<file path="config.mk">
export PLATFORM = sky130hd
export DESIGN_NAME = traffic_light_ctrl
export DESIGN_NICKNAME = d
export VERILOG_FILES = /design/src/rtl/traffic_pkg.sv /design/src/rtl/rr_pick.sv /design/src/rtl/traffic_light_ctrl.sv
export SDC_FILE = /design/constraint.sdc
export NUM_CORES = 1
export LEC_CHECK = 0
export BUFFER_PORTS_ARGS = -buffer_cell sky130_fd_sc_hd__buf_2
export CAP_MARGIN = 10
export CORE_MARGIN = 2
export CORE_UTILIZATION = 40
export CTS_CLUSTER_DIAMETER = 200
export DETAILED_ROUTE_END_ITERATION = 10
export SLEW_MARGIN = 25
export SYNTH_ARGS = -nofsm -noshare
export SYNTH_HDL_FRONTEND = slang
export SYNTH_HIERARCHICAL = 1
export SYNTH_SLANG_ARGS = --single-unit
</file>
<file path="constraint.sdc">
create_clock -name clk -period 2.15 [get_ports clk]
set_input_delay 0.3225 -clock clk [delete_from_list [all_inputs] [get_ports clk]]
set_output_delay 0.3225 -clock clk [all_outputs]
set_load 0.02 [all_outputs]
</file>
<file path="src/rtl/traffic_pkg.sv">
// Shared definitions for the traffic-signal controller family:
// lamp encodings, controller phases and the direction-index width helper.
package traffic_pkg;

    localparam logic [2:0] LAMP_RED    = 3'b100;
    localparam logic [2:0] LAMP_GREEN  = 3'b010;
    localparam logic [2:0] LAMP_YELLOW = 3'b001;
    localparam logic [2:0] LAMP_DARK   = 3'b000;

    typedef enum logic [1:0] {
        GREEN  = 2'd0,
        YELLOW = 2'd1,
        ALLRED = 2'd2,
        FLASH  = 2'd3
    } phase_t;

    // Width of an approach index; never narrower than one bit.
    function automatic int calc_dw(input int num_dir);
        return (num_dir > 1) ? $clog2(num_dir) : 1;
    endfunction

endpackage

</file>
<file path="src/rtl/rr_pick.sv">
// Combinational round-robin search: first requester after cur_dir, wrapping,
// with cur_dir itself considered last. next_dir equals cur_dir when no request.
module rr_pick
    import traffic_pkg::*;
#(
    parameter  int NUM_DIR = 2,
    localparam int DW      = calc_dw(NUM_DIR)
) (
    input  logic [NUM_DIR-1:0] req,
    input  logic [DW-1:0]      cur_dir,
    output logic [DW-1:0]      next_dir,
    output logic               any
);

    logic [DW-1:0] idx;
    logic          found;

    assign any = |req;

    // NOTE: every variable written here gets a default before the loop,
    // otherwise a path that leaves it unassigned infers a latch.
    always_comb begin
        next_dir = cur_dir;
        found    = 1'b0;
        idx      = '0;
        for (int k = 1; k <= NUM_DIR; k++) begin
            idx = DW'((int'(cur_dir) + k) % NUM_DIR);
            if (!found && req[idx]) begin
                found    = 1'b1;
                next_dir = idx;
            end
        end
    end

endmodule

</file>
<file path="src/rtl/traffic_light_ctrl.sv">
// N-approach signal controller: GREEN -> YELLOW -> ALL-RED round robin with
// demand skipping, rest-in-green and a flashing-yellow night/fault mode.
module traffic_light_ctrl
    import traffic_pkg::*;
#(
    parameter  int NUM_DIR = 2,
    parameter  int CNT_W   = 8,
    parameter  int G_TICKS = 20,
    parameter  int Y_TICKS = 4,
    parameter  int R_TICKS = 2,
    localparam int DW      = calc_dw(NUM_DIR)
) (
    input  logic                 clk,
    input  logic                 rst,
    input  logic                 tick_en,
    input  logic [NUM_DIR-1:0]   sense,
    input  logic                 flash,
    output logic [3*NUM_DIR-1:0] light,
    output logic [DW-1:0]        cur_dir,
    output logic [1:0]           phase
);

    phase_t             phase_q, phase_d;
    logic [DW-1:0]      dir_q, dir_d, dir_inc, pick_dir;
    logic [CNT_W-1:0]   cnt_q, cnt_d, dur_last;
    logic [NUM_DIR-1:0] req_q, req_d, dir_mask, sense_mask;
    logic               fl_q, fl_d, pick_any, other_req, at_last;

    rr_pick #(.NUM_DIR(NUM_DIR)) u_rr_pick (
        .req      (req_q),
        .cur_dir  (dir_q),
        .next_dir (pick_dir),
        .any      (pick_any)
    );

    assign dir_mask   = {{(NUM_DIR-1){1'b0}}, 1'b1} << dir_q;
    assign sense_mask = (phase_q == GREEN || phase_q == YELLOW) ? dir_mask : '0;
    assign other_req  = |(req_q & ~dir_mask);
    assign dir_inc    = (dir_q == DW'(NUM_DIR - 1)) ? '0 : dir_q + 1'b1;

    always_comb begin
        case (phase_q)
            GREEN:   dur_last = CNT_W'(G_TICKS - 1);
            YELLOW:  dur_last = CNT_W'(Y_TICKS - 1);
            default: dur_last = CNT_W'(R_TICKS - 1);
        endcase
    end

    assign at_last = (cnt_q == dur_last);

    always_comb begin
        phase_d = phase_q;
        dir_d   = dir_q;
        cnt_d   = cnt_q;
        fl_d    = fl_q;
        req_d   = req_q | (sense & ~sense_mask);

        // Flash entry/exit outranks any expiry on the same edge.
        if (phase_q == FLASH) begin
            if (!flash) begin
                phase_d = ALLRED;
                cnt_d   = '0;
            end else if (tick_en) begin
                fl_d = ~fl_q;
            end
        end else if (flash) begin
            phase_d = FLASH;
            fl_d    = 1'b1;
            cnt_d   = '0;
        end else if (tick_en) begin
            if (!at_last) begin
                cnt_d = cnt_q + 1'b1;
            end else begin
                case (phase_q)
                    GREEN: begin
                        if (other_req) begin
                            phase_d = YELLOW;
                            cnt_d   = '0;
                        end
                    end
                    YELLOW: begin
                        phase_d = ALLRED;
                        cnt_d   = '0;
                    end
                    default: begin
                        phase_d      = GREEN;
                        cnt_d        = '0;
                        dir_d        = pick_any ? pick_dir : dir_inc;
                        req_d[dir_d] = 1'b0;
                    end
                endcase
            end
        end
    end

    // NOTE: state registers use non-blocking assignments so every flop samples
    // the values from before this edge, independent of statement order.
    always_ff @(posedge clk) begin
        if (rst) begin
            phase_q <= ALLRED;
            dir_q   <= DW'(NUM_DIR - 1);
            cnt_q   <= '0;
            req_q   <= '0;
            fl_q    <= 1'b0;
        end else begin
            phase_q <= phase_d;
            dir_q   <= dir_d;
            cnt_q   <= cnt_d;
            req_q   <= req_d;
            fl_q    <= fl_d;
        end
    end

    always_comb begin
        light = '0;
        for (int d = 0; d < NUM_DIR; d++) begin
            if (phase_q == FLASH)
                light[3*d +: 3] = fl_q ? LAMP_YELLOW : LAMP_DARK;
            else if (phase_q == GREEN && dir_q == DW'(d))
                light[3*d +: 3] = LAMP_GREEN;
            else if (phase_q == YELLOW && dir_q == DW'(d))
                light[3*d +: 3] = LAMP_YELLOW;
            else
                light[3*d +: 3] = LAMP_RED;
        end
    end

    assign cur_dir = dir_q;
    assign phase   = phase_q;

endmodule

</file>
* After elaboration in Yosys (flattened, before gate mapping)
Index checks and enable logic that the tools add are counted.
Widths: inputs -> output; s select.
** Cells by class
- Add/sub/neg operators :: 4
- Magnitude comparators :: 4
- Equality and inequality tests :: 7
- Shift-type cells :: 1
- Mux-type cells :: 43
- Bitwise operators :: 12
- Reductions and logical operators :: 18
** Operator list (count)
- $mux 8 :: 7
- $mux 2 :: 12
- $mux 3 :: 6
- $mux 1 :: 15
- $pmux 5 s2 :: 1
- $add 8x1->8 const B :: 1
- $eq 8x8->1 :: 1
- $and 2x2->2 :: 3
- $logic_and 1x1->1 :: 6
- $lt 1x2->1 const B :: 3
- $not 2->2 :: 3
- $reduce_bool 3->1 :: 2
- $reduce_or 2->1 :: 3
- $ne 5x4->1 const B :: 1
- $not 1->1 :: 5
- $reduce_and 5->1 :: 1
- $ne 2x2->1 const B :: 2
- $ne 4x3->1 const B :: 1
- $pmux 2 s2 :: 1
- $reduce_and 4->1 :: 1
- $add 1x1->1 const B :: 3
- $reduce_and 3->1 :: 1
- $eq 2x1->1 const B :: 1
- $eq 2x2->1 const B :: 1
- 8 further kinds :: 8
** Word-level totals
- Register bits :: 14
- Input port bits :: 6
- Output and inout port bits :: 9
- Word-level logic and storage cells :: 94

* Depth between registers and ports, before layout
Gate-level depths: netlist of the first run.
- Depth in word-level cells :: 19
- Depth in mapped cells :: 7
- Mapped depth without buffers :: 6

* Cells and area by module
The synthesis of the first run kept the hierarchy.
** Modules (own cells, without submodules)
- traffic_light_ctrl :: times used 1, cells an instance 102, area an instance 882.1 µm², sequential area each 280.3 µm²
- rr_pick :: times used 1, cells an instance 3, area an instance 20.0 µm², sequential area each 0.0 µm²

* Worst setup path before layout of the first run
Ideal clock, no wire load.
- Kind :: register to register
- Start :: reg dir_q, in the netlist cur_dir
- End :: reg cnt_q[2]
- Library setup time :: 0.117 ns
- Arrival :: 1.864 ns
- Data required time :: 2.033 ns
- Path slack :: 0.168 ns
- Stages on the path, launching flop included :: 7
- Path buffers :: 1
- Cell sequence :: dfxtp_1 mux2_2 nor4_2 a31oi_4 and2_4 buf_6 a32o_1
** Between the ends
- Cells in the longest elaborated chain, start to end :: 6
** RTL lines
- start, declared :: line traffic_light_ctrl.sv:24 : logic [DW-1:0] dir_q, dir_d, dir_inc, pick_dir;
- start signal, assigned :: line traffic_light_ctrl.sv:101 : dir_q <= DW'(NUM_DIR - 1);
- start signal, assigned :: line traffic_light_ctrl.sv:107 : dir_q <= dir_d;
- $shl 1x1->2 :: line traffic_light_ctrl.sv:36 : assign dir_mask = {{(NUM_DIR-1){1'b0}}, 1'b1} << dir_q;
- $not 2->2 :: line traffic_light_ctrl.sv:38 : assign other_req = |(req_q & ~dir_mask);
- $and 2x2->2 :: line traffic_light_ctrl.sv:38
- $reduce_or 2->1 :: line traffic_light_ctrl.sv:38
- $ne 5x4->1 (no source line)
- $reduce_and 3->1 (no source line)
- end signal, assigned :: line traffic_light_ctrl.sv:108 : cnt_q <= cnt_d;
- end, declared :: line traffic_light_ctrl.sv:25 : logic [CNT_W-1:0] cnt_q, cnt_d, dur_last;
Every way passes these cells.
A chain may end at the register's enable or synchronous reset.

* Worst setup path after layout of the first run
- Start :: reg dir_q, in the netlist cur_dir
- End :: reg cnt_q[7]
Same word-level chain as after synthesis.

==> key figures, run 1 <==
Detailed routing
  – Antenna viol nets, final: 0
  – Total number of vias: 828
  – Drt pass-1 iters: 4
  – DR DRC count: 0
  – Routed wire length: 2.116 mm
  – Initial DRC count: 14
  – Vias per cell: 5.595
  – Drt wl/cell: 14.30 um

Synthesis
  – Largest family of logic cells by synthesized area: simple AND/OR/NAND/NOR gates
  – Post-synth EDFFs: 0
  – Synthesized Nets: 112
  – Main synth FF type: dfxtp_1
  – Mean Syn Cell Area: 8.592 um2
  – Seq cells post-synth: 14
  – Cell Area, Synth: 902.1 um2
  – Cell taking the most area after synthesis: dfxtp_1
  – Top post-synthesis cells by count: 14 x dfxtp_1, 10 x o21ai_0, 7 x nand2_1, 7 x nor3b_1
  – Yosys top cell area share: 31.07%
  – Netlist cell types: 39
  – Multiplexer area fraction after synthesis: 4.577%
  – Synth top area cells: dfxtp_1 31%, a32o_1 6.7%, nor3b_1 5.8%, o21ai_0 5.5%, and3_1 4.2%
  – Simple logic cell fraction of the synthesized area: 33.15%
  – Synth Instances: 105
  – FFs w/ async S/R, synth: 0%
  – Warning count from the yosys run: 6
  – Synth Area in Compound Gates: 24.69%
  – Synth Area in Adders: 1.387%
  – Most frequent cell after synthesis: dfxtp_1
  – Post-synthesis sequential area ratio: 31.07%
  – XOR/XNOR share of the synthesized area: 0.9709%

Global route
  – Met2 usage: 27.56%
  – Global-route wire length before repair: 3.429 mm
  – Met3 GRT Util: 3.736%
  – Largest net degree at the start of global routing: 15
  – GRT Resource Usage Total: 17.00%
  – Vias in the first global route: 783
  – Global route hottest layer: met2
  – Initial antenna violation count: 0
  – Met1 Resource Use GR: 21.62%
  – Grt total ovfl: 0

STA
  – Final period util: 92.35%
  – Max Fclk: 0.5036 GHz
  – Slew Viols, Final: 0
  – Setup Viol. Count Final: 0
  – Least-Margin Pin Slew: 0.4166 ns
  – Post-route setup slack: 0.1645 ns
  – Clock Skew: 0.003182 ns
  – Slew margin rel.: 71.99%
  – RSZ-0062 raised after global routing: false
  – Setup TNS: 0 ns
  – Fin. Hold Viols: 0
  – Final Critical Period: 1.986 ns

Critical path
  – CP Cell Sequence: mux2_2 -> nor4_2 -> a31oi_4 -> and2_4 -> a32o_1
  – CP max stage delay: 0.52 ns
  – Reg2reg setup slack: 0.16 ns
  – Startpoint Class: register
  – R2r worst-path depth: 5
  – R2r endpoint: cnt_q[7]$_SDFFE_PP0P_
  – WP data arrival: 2.17 ns
  – Slowest stage cell, crit path: dfxtp_1
  – Critical Path RT: 2.34 ns
  – Crit path from: cur_dir$_SDFFE_PP1P_
  – CP Class: register to register
  – Worst setup path end: cnt_q[7]$_SDFFE_PP0P_
  – Worst reg2reg startpoint: cur_dir$_SDFFE_PP1P_
  – Worst setup EP type: register
  – Worst Path Max Fanout: 10
  – Delay-heaviest family, CP: simple AND/OR/NAND/NOR gates
  – Crit path depth: 5
  – CP Buf/Inv Count: 0

Layout
  – # diodes: 0
  – Share of cells above drive strength 1: 21.67%
  – Fin nets: 128
  – Area grow syn2layout: 14.42%
  – Fillers: 221

Floorplanning
  – Die width: 51.49 um
  – Die area: 2651 um2
  – Total core area: 2170 um2
  – Height of the chip: 51.49 um
  – # IOs: 15
  – Rows: 17
  – Initial core utilization: 41.58%

Clocking
  – Root Driver: clkbuf_4
  – Clock buffer count from CTS: 3
  – Clk slew on worst S/H paths: 0.10 ns
  – Clock Latency Late Sink: 0.29 ns
  – TritonCTS clock tree: built
  – Max H-tree Level: 1
  – Post-CTS Resized: 0
  – Clk buf depth: 2
  – Setup Fix Bufs, Post-CTS: 0
  – # hold bufs at CTS: 0
  – CTS sink count: 14

Placement
  – HPWL Detailed: 1.492 mm
  – Pre-CTS WS: 0.2116 ns
  – Routability congestion estimate: 0.8183
  – IO Port Bufs: 14

Power and ir drop
  – Leakage: 0.4153 nW
  – Pwr/cell area: 565.3 nW/um2
  – Maximum vdd drop: 367.8 uV

Job
  – Maxcap violations: 0

Min path
  – Hold wc startpoint: flash
  – Hold path cells: 3
  – Worst hold-check path type: primary input to register

Run status
  – Status: complete, no violations
==> layout by cell type (no fill, tap or decap), types with 3 or more instances in the layout <==
cell type,netlist,final
dfxtp_1,14,14
buf_2,0,14
o21ai_0,10,10
nand2_1,7,7
nor3b_1,7,7
and3_1,6,6
a32o_1,6,6
a21oi_1,5,5
nor2_1,5,5
nor3_1,3,3
nand2b_1,3,3
nand3_1,3,3
mux2i_1,3,3
clkbuf_4,0,3
==> worst min path at each step <==
stage	end	slack [ns]
floorplan	phase[1]$_SDFFE_PP1P_	0.41
global placement	fl_q$_SDFFE_PP0P_	0.48
detailed placement	fl_q$_SDFFE_PP0P_	0.49
CTS	phase[1]$_SDFFE_PP1P_	0.32
global route	req_q[1]$_SDFF_PP0_	0.36
finish	phase[1]$_SDFFE_PP1P_	0.32
==> sequential cells by signal, indices dropped and copies added, names as in the netlist <==
name and flops:
cnt_q 8, cur_dir 1, fl_q 1, phase 2
req_q 2
==> area by class of cell <==
class	instances	area [um2]	area share (%)
multi-input combinational	83	584.3	56.61
timing repair buffer	16	85.08	8.242
tap	28	35.03	3.394
inverter	3	11.26	1.091
clock buffer	4	36.28	3.515
sequential	14	280.3	27.15
==> cells by family after synthesis <==
logic type / Yosys count
AND/OR/NAND/NOR: 47
multiplexers: 4
XOR/XNOR: 1
flip-flops: 14
AO/OA/AOI/OAI: 30
buffers and inverters: 8
adder cells (fa/ha/maj): 1
==> stage by stage <==
step / total power, mW / cell area [um2] / util, % / std cells / hold slack (ns)
floorplan: 0.3605 / 902.1 / - / 105 / 0.4141
global placement: 0.3849 / 996.0 / 45.91 / 144 / 0.4794
detailed placement: 0.3870 / 996.0 / 45.91 / 144 / 0.4899
CTS: 0.5879 / 1032 / 47.58 / 148 / 0.3233
global route: 0.6101 / 1032 / 47.58 / 148 / 0.3637
finish: 0.5835 / 1032 / 47.58 / 148 / 0.3230
==> power breakdown <==
part	internal (mW)	switching (mW)	total, mW
Combinational	0.0429	0.0630	0.106
Clock	0.103	0.0988	0.202
Sequential	0.267	0.00834	0.276
Total	0.413	0.170	0.584
==> tightest hold or removal path: stages <==
cell and delay [ns]:
buf_2 0.16, nor2_1 0.06, nand2_1 0.05
==> per-layer routing <==
layer / up-vias / part of all wire [%]
met1: 378 / 49
met2: 18 / 44
li1: 427 / -
met5: - / 0
met3: 5 / 4.6
met4: 0 / 1.7
Note: power is estimated with default switching activity, not from simulation.
==> run 2: changes to the inputs <==
--- a/config.mk
+++ b/config.mk
@@ -9,7 +9,6 @@
 export CAP_MARGIN = 10
 export CORE_MARGIN = 2
 export CORE_UTILIZATION = 40
-export CTS_CLUSTER_DIAMETER = 200
 export DETAILED_ROUTE_END_ITERATION = 10
 export SLEW_MARGIN = 25
 export SYNTH_ARGS = -nofsm -noshare
==> constraint.sdc (replaced) <==
create_clock -name clk -period 2.01 [get_ports clk]
set_input_delay 0 -clock clk [delete_from_list [all_inputs] [get_ports clk]]
set_output_delay 0 -clock clk [all_outputs]
set_load 0.02 [all_outputs]
==> run 2 against run 1 <==
Die area stayed put. Flip-flop and latch count is the same. Cell area rose by 0.73%. Wire length fell by 7.4%. Hold slack worse by 0.31 ns. Total power increased by 5.5%. Final cell count grew 0.68%. Via count grew 0.48%. Register-to-register slack worse by 0.05 ns. Worst setup slack got worse by 0.048 ns. First-iteration DRC count grew 64%. Critical path type unchanged. Largest cell class unchanged. Largest power group unchanged.
==> key figures, run 2 (synthesis results as in run 1) <==
Detailed routing
  – Routed wire length: 1.960 mm (was 2.116 mm)
  – Vias per cell: 5.584 (was 5.595)
  – DR DRC count: 0 (unchanged)
  – Initial DRC count: 23 (was 14)
  – Antenna viol nets, final: 0 (unchanged)
  – Drt wl/cell: 13.15 um (was 14.30 um)
  – Total number of vias: 832 (was 828)
  – Drt pass-1 iters: 4 (unchanged)

Power and ir drop
  – NetSw: 173.1 uW (was 170.1 uW)
  – Leakage: 0.4195 nW (was 0.4153 nW)
  – Sequential share of power: 47.8% (was 47.2%)
  – P_int: 442.5 uW (was 413.4 uW)
  – Sw frac: 28.12% (was 29.15%)
  – Gate power share: 18.3% (was 18.1%)
  – Clock power frac: 33.9% (was 34.6%)
  – Maximum vdd drop: 285.8 uV (was 367.8 uV)
  – Pwr/cell area: 592.0 nW/um2 (was 565.3 nW/um2)

Clocking
  – # hold bufs at CTS: 0 (unchanged)
  – Clock buffer count from CTS: 3 (unchanged)
  – TritonCTS clock tree: built (unchanged)
  – Clk slew on worst S/H paths: 0.09 ns (was 0.10 ns)
  – Root Driver: clkbuf_4 (unchanged)
  – Clk buf depth: 2 (unchanged)
  – CTS sink count: 14 (unchanged)
  – Clock Latency Late Sink: 0.28 ns (was 0.29 ns)
  – Max H-tree Level: 1 (unchanged)
  – Post-CTS Resized: 0 (unchanged)
  – Setup Fix Bufs, Post-CTS: 0 (unchanged)

Global route
  – Met2 usage: 26.07% (was 27.56%)
  – Met1 Resource Use GR: 20.36% (was 21.62%)
  – Vias in the first global route: 709 (was 783)
  – Global-route wire length before repair: 3.187 mm (was 3.429 mm)
  – Grt total ovfl: 0 (unchanged)
  – Global route hottest layer: met2 (unchanged)
  – Largest net degree at the start of global routing: 15 (unchanged)
  – Initial antenna violation count: 0 (unchanged)
  – Met3 GRT Util: 2.874% (was 3.736%)
  – GRT Resource Usage Total: 16.03% (was 17.00%)

STA
  – Max Fclk: 0.5282 GHz (was 0.5036 GHz)
  – RSZ-0062 raised after global routing: false (unchanged)
  – Slew Viols, Final: 0 (unchanged)
  – Clock Skew: 0.006303 ns (was 0.003182 ns)
  – Final period util: 94.19% (was 92.35%)
  – Fin. Hold Viols: 0 (unchanged)
  – Setup TNS: 0 ns (unchanged)
  – Least-Margin Pin Slew: 0.4188 ns (was 0.4166 ns)
  – Setup Viol. Count Final: 0 (unchanged)
  – Final Critical Period: 1.893 ns (was 1.986 ns)
  – Post-route setup slack: 0.1167 ns (was 0.1645 ns)
  – Slew margin rel.: 71.85% (was 71.99%)

Critical path
  – R2r endpoint: cnt_q[3]$_SDFFE_PP0P_ (was cnt_q[7]$_SDFFE_PP0P_)
  – WP data arrival: 2.08 ns (was 2.17 ns)
  – Worst setup EP type: register (unchanged)
  – CP Class: register to register (unchanged)
  – Worst reg2reg startpoint: cnt_q[4]$_SDFFE_PP0P_ (was cur_dir$_SDFFE_PP1P_)
  – CP max stage delay: 0.48 ns (was 0.52 ns)
  – CP Buf/Inv Count: 0 (unchanged)
  – Reg2reg setup slack: 0.12 ns (was 0.16 ns)
  – Startpoint Class: register (unchanged)
  – Delay-heaviest family, CP: compound AO/OA/AOI/OAI gates (was simple AND/OR/NAND/NOR gates)
  – R2r worst-path depth: 5 (unchanged)
  – CP Cell Sequence: nor4bb_1 -> or3_1 -> a31oi_4 -> o21ai_0 -> a32o_1 (was mux2_2 -> nor4_2 -> a31oi_4 -> and2_4 -> a32o_1)
  – Worst Path Max Fanout: 10 (unchanged)
  – Slowest stage cell, crit path: or3_1 (was dfxtp_1)
  – Crit path from: cnt_q[4]$_SDFFE_PP0P_ (was cur_dir$_SDFFE_PP1P_)
  – Critical Path RT: 2.20 ns (was 2.34 ns)

Floorplanning
  – Initial core utilization: 41.58% (unchanged)
  – Die width: 51.49 um (unchanged)
  – Total core area: 2170 um2 (unchanged)
  – # IOs: 15 (unchanged)
  – Die area: 2651 um2 (unchanged)
  – Height of the chip: 51.49 um (unchanged)
  – Rows: 17 (unchanged)

Layout
  – Area grow syn2layout: 15.26% (was 14.42%)
  – Largest Register: cnt_q (unchanged)
  – Commonest cells after routing, fill and taps aside: 14 x dfxtp_1, 14 x buf_2, 10 x o21ai_0 (unchanged)
  – Max FFs per register: 8 (unchanged)
  – Fin nets: 129 (was 128)
  – # diodes: 0 (unchanged)
  – Share of cells above drive strength 1: 22.31% (was 21.67%)

Placement
  – Pre-CTS WS: 0.1433 ns (was 0.2116 ns)
  – HPWL Detailed: 1.442 mm (was 1.492 mm)
  – IO Port Bufs: 14 (unchanged)
  – Routability congestion estimate: 0.8772 (was 0.8183)

Run status
  – Status: complete, no violations (unchanged)

Job
  – Maxcap violations: 0 (unchanged)

Min path
  – Worst hold-check path type: primary input to register (unchanged)
  – Hold EP: phase[1]$_SDFFE_PP1P_ (unchanged)
  – Hold path cells: 3 (unchanged)
  – Hold wc startpoint: flash (unchanged)
## run 2: worst max path at each step
| stage | slack (ns) | to | depth (start not counted) |
|---|---|---|---|
| 6_report | 0.12 | cnt_q[3]$_SDFFE_PP0P_ | 5 |
| 4_1_cts | 0.13 | cnt_q[2]$_SDFFE_PP0P_ | 5 |
| 3_5_place_dp | 0.14 | cnt_q[2]$_SDFFE_PP0P_ | 5 |
| 2_1_floorplan | 0.03 | cnt_q[2]$_SDFFE_PP0P_ | 6 |
| 3_3_place_gp | 0.16 | cnt_q[2]$_SDFFE_PP0P_ | 5 |
| 5_1_grt | 0.02 | cnt_q[7]$_SDFFE_PP0P_ | 5 |
## run 2: layout make-up
class                           instances  area (um2)
Inverter                                3       11.26
Fill cell                             215        1130
Tap cell                               28       35.03
Timing Repair Buffer                   17       92.59
Clock buffer                            4       36.28
Sequential cell                        14       280.3
Multi-Input combinational cell         83       584.3
## run 2: metrics by stage
stage / hold WS [ns] / power [mW] / util, % / std cells / instance area, um2
after floorplan: 0.09161 / 0.3856 / - / 105 / 902.1
after CTS: 0.01044 / 0.6198 / 47.92 / 149 / 1040
after global routing: 0.01654 / 0.6493 / 47.92 / 149 / 1040
after global placement: 0.3003 / 0.4121 / 46.25 / 145 / 1003
final: 0.01560 / 0.6156 / 47.92 / 149 / 1040
after detailed placement: 0.2987 / 0.4133 / 46.25 / 145 / 1003
## run 2: worst min-delay path, stage by stage
cell and delay, ns:
buf_2 0.15, nor2_1 0.07, nand2_1 0.05
## run 2: routing by layer
layer | up-vias | share of wire [%]
met5 | - | 0
met4 | 0 | 0.71
met3 | 2 | 5.0
met2 | 21 | 47
met1 | 384 | 48
li1 | 425 | -
## run 2: power by group through the flow
stage	sequential, mW	clock [mW]	combinational [mW]
2_1_floorplan	0.302	0	0.0837
3_3_place_gp	0.300	0	0.112
3_5_place_dp	0.300	0	0.113
4_1_cts	0.294	0.213	0.113
5_1_grt	0.295	0.230	0.124
6_report	0.294	0.209	0.113
==> run 3: changes to the inputs <==
--- a/config.mk
+++ b/config.mk
@@ -10,6 +10,7 @@
 export CORE_MARGIN = 2
 export CORE_UTILIZATION = 40
 export DETAILED_ROUTE_END_ITERATION = 10
+export HOLD_SLACK_MARGIN = 0.05
 export SLEW_MARGIN = 25
 export SYNTH_ARGS = -nofsm -noshare
 export SYNTH_HDL_FRONTEND = slang
==> run 3 against run 2 <==
Total power grew 0.76%. Clock-buffer cell count is the same. Sequential share of layout area shrank 0.76 points. Critical path type unchanged. Final cell count grew 2.0%. Highest routed layer unchanged. Largest power group unchanged. Largest cell class unchanged.
==> key figures, run 3 (synthesis results as in run 1) <==
STA
  – Least-Margin Pin Slew: 0.4179 ns (was 0.4188 ns)
  – Clock Skew: 0.006957 ns (was 0.006303 ns)
  – Max Fclk: 0.5308 GHz (was 0.5282 GHz)
  – Setup TNS: 0 ns (unchanged)
  – Slew Viols, Final: 0 (unchanged)
  – Final Critical Period: 1.884 ns (was 1.893 ns)
  – Setup Viol. Count Final: 0 (unchanged)
  – Slew margin rel.: 71.91% (was 71.85%)
  – RSZ-0062 raised after global routing: false (unchanged)
  – Final period util: 93.72% (was 94.19%)
  – Fin. Hold Viols: 0 (unchanged)

Critical path
  – WP data arrival: 2.06 ns (was 2.08 ns)
  – Critical Path RT: 2.19 ns (was 2.20 ns)
  – CP max stage delay: 0.50 ns (was 0.48 ns)
  – CP Class: register to register (unchanged)
  – CP Buf/Inv Count: 0 (unchanged)
  – Slowest stage cell, crit path: or4b_4 (was or3_1)
  – Crit path from: cnt_q[0]$_SDFFE_PP0P_ (was cnt_q[4]$_SDFFE_PP0P_)
  – Delay-heaviest family, CP: simple AND/OR/NAND/NOR gates (was compound AO/OA/AOI/OAI gates)
  – CP Cell Sequence: or4b_4 -> nor3_4 -> a31oi_4 -> and2_4 -> a32o_1 (was nor4bb_1 -> or3_1 -> a31oi_4 -> o21ai_0 -> a32o_1)
  – Worst reg2reg startpoint: cnt_q[0]$_SDFFE_PP0P_ (was cnt_q[4]$_SDFFE_PP0P_)
  – Startpoint Class: register (unchanged)
  – Worst Path Max Fanout: 10 (unchanged)
  – Worst setup EP type: register (unchanged)

Floorplanning
  – Die area: 2651 um2 (unchanged)
  – Rows: 17 (unchanged)
  – Initial core utilization: 41.58% (unchanged)
  – # IOs: 15 (unchanged)
  – Total core area: 2170 um2 (unchanged)
  – Height of the chip: 51.49 um (unchanged)
  – Die width: 51.49 um (unchanged)

Layout
  – Area occupied by multi-input gates: 584.3 um2 (unchanged)
  – Max FFs per register: 8 (unchanged)
  – Core Util, Final: 49.31% (was 47.92%)
  – Area grow syn2layout: 18.59% (was 15.26%)
  – Commonest cells after routing, fill and taps aside: 14 x dfxtp_1, 14 x buf_2, 10 x o21ai_0 (unchanged)
  – Largest Register: cnt_q (unchanged)
  – # diodes: 0 (unchanged)
  – Share of cells above drive strength 1: 21.77% (was 22.31%)
  – Fin nets: 132 (was 129)
  – Reg area: 280.3 um2 (unchanged)
  – Fillers: 212 (was 215)

Global route
  – Initial antenna violation count: 0 (unchanged)
  – Grt total ovfl: 0 (unchanged)
  – Global-route wire length before repair: 3.243 mm (was 3.187 mm)
  – Largest net degree at the start of global routing: 15 (unchanged)
  – GRT Resource Usage Total: 16.27% (was 16.03%)
  – Vias in the first global route: 727 (was 709)

Clocking
  – Max H-tree Level: 1 (unchanged)
  – Clk slew on worst S/H paths: 0.09 ns (about the same)
  – Setup Fix Bufs, Post-CTS: 0 (unchanged)
  – Clk buf depth: 2 (unchanged)
  – Root Driver: clkbuf_4 (unchanged)
  – TritonCTS clock tree: built (unchanged)
  – CTS sink count: 14 (unchanged)
  – Clock buffer count from CTS: 3 (unchanged)
  – Clock Latency Late Sink: 0.28 ns (about the same)

Detailed routing
  – Initial DRC count: 24 (was 23)
  – Drt wl/cell: 12.97 um (was 13.15 um)
  – Drt pass-1 iters: 4 (unchanged)
  – Vias per cell: 5.513 (was 5.584)
  – Routed wire length: 1.972 mm (was 1.960 mm)
  – Antenna viol nets, final: 0 (unchanged)
  – Total number of vias: 838 (was 832)
  – DR DRC count: 0 (unchanged)

Placement
  – Routability congestion estimate: 0.8772 (unchanged)
  – HPWL Detailed: 1.442 mm (unchanged)
  – IO Port Bufs: 14 (unchanged)

Min path
  – Worst hold-check path type: primary input to register (unchanged)
  – Hold wc startpoint: sense[0] (was flash)

Power and ir drop
  – Leakage: 0.4320 nW (was 0.4195 nW)
  – Pwr/cell area: 579.8 nW/um2 (was 592.0 nW/um2)
  – Maximum vdd drop: 286.0 uV (was 285.8 uV)

Job
  – Maxcap violations: 0 (unchanged)

Run status
  – Status: complete, no violations (unchanged)
-- run 3: changes by cell type in the layout (fill, tap and decap cells not counted) --
cell	delta
dlygate4sd3_1	+3
-- run 3: cell type report --
type | instances | share of cell area [%]
timing repair buffer | 20 | 11.46
sequential | 14 | 26.20
tap | 28 | 3.275
clock buffer | 4 | 3.392
inverter | 3 | 1.053
multi-input combinational | 83 | 54.62
-- run 3: path summary, 6_finish.rpt --
kind	end	slack [ns]	depth (start not counted)
worst max register to register	cnt_q[2]$_SDFFE_PP0P_	0.13	5
worst min register to register	fl_q$_SDFFE_PP0P_	0.50	2
worst min-delay path	req_q[0]$_SDFF_PP0_	0.09	3
worst max-delay path	cnt_q[2]$_SDFFE_PP0P_	0.13	5
-- run 3: through the flow --
step | setup WS [ns] | area [um2] | power [mW] | hold slack (ns) | instances
floorplan | 0.02839 | 902.1 | 0.3856 | 0.09161 | 105
global placement | 0.1641 | 1003 | 0.4121 | 0.3003 | 145
detailed placement | 0.1433 | 1003 | 0.4133 | 0.2987 | 145
CTS | 0.1256 | 1070 | 0.6243 | 0.08727 | 152
global route | 0.01705 | 1070 | 0.6543 | 0.08205 | 152
finish | 0.1261 | 1070 | 0.6202 | 0.09045 | 152
-- run 3: tightest hold or removal path: cells and delay by family --
| kind | cells | cell delay [ns] |
|---|---|---|
| compound gates | 2 | 0.27 |
| buf+inv | 1 | 0.08 |
-- run 3: what timing repair did --
action / in CTS / in global routing
hold endpoints to repair: 5 / 0
hold buffers: 3 / 0
gates resized for setup: 0 / 0
endpoints found under the setup margin: 0 / 0
-- run 3: power by group --
part / switching [mW] / internal (mW) / total [mW]
Sequential: 0.00809 / 0.286 / 0.294
Clock: 0.0990 / 0.110 / 0.209
Combinational: 0.0669 / 0.0501 / 0.117
-- run 3: layer usage --
metal  share of wire, %  wire length (um)  GRT usage, %
met5                  0                 0             0
met3                3.9                76         2.586
met1                 49               963         20.72
met4               0.71                14         7.895
met2                 47               917         26.71
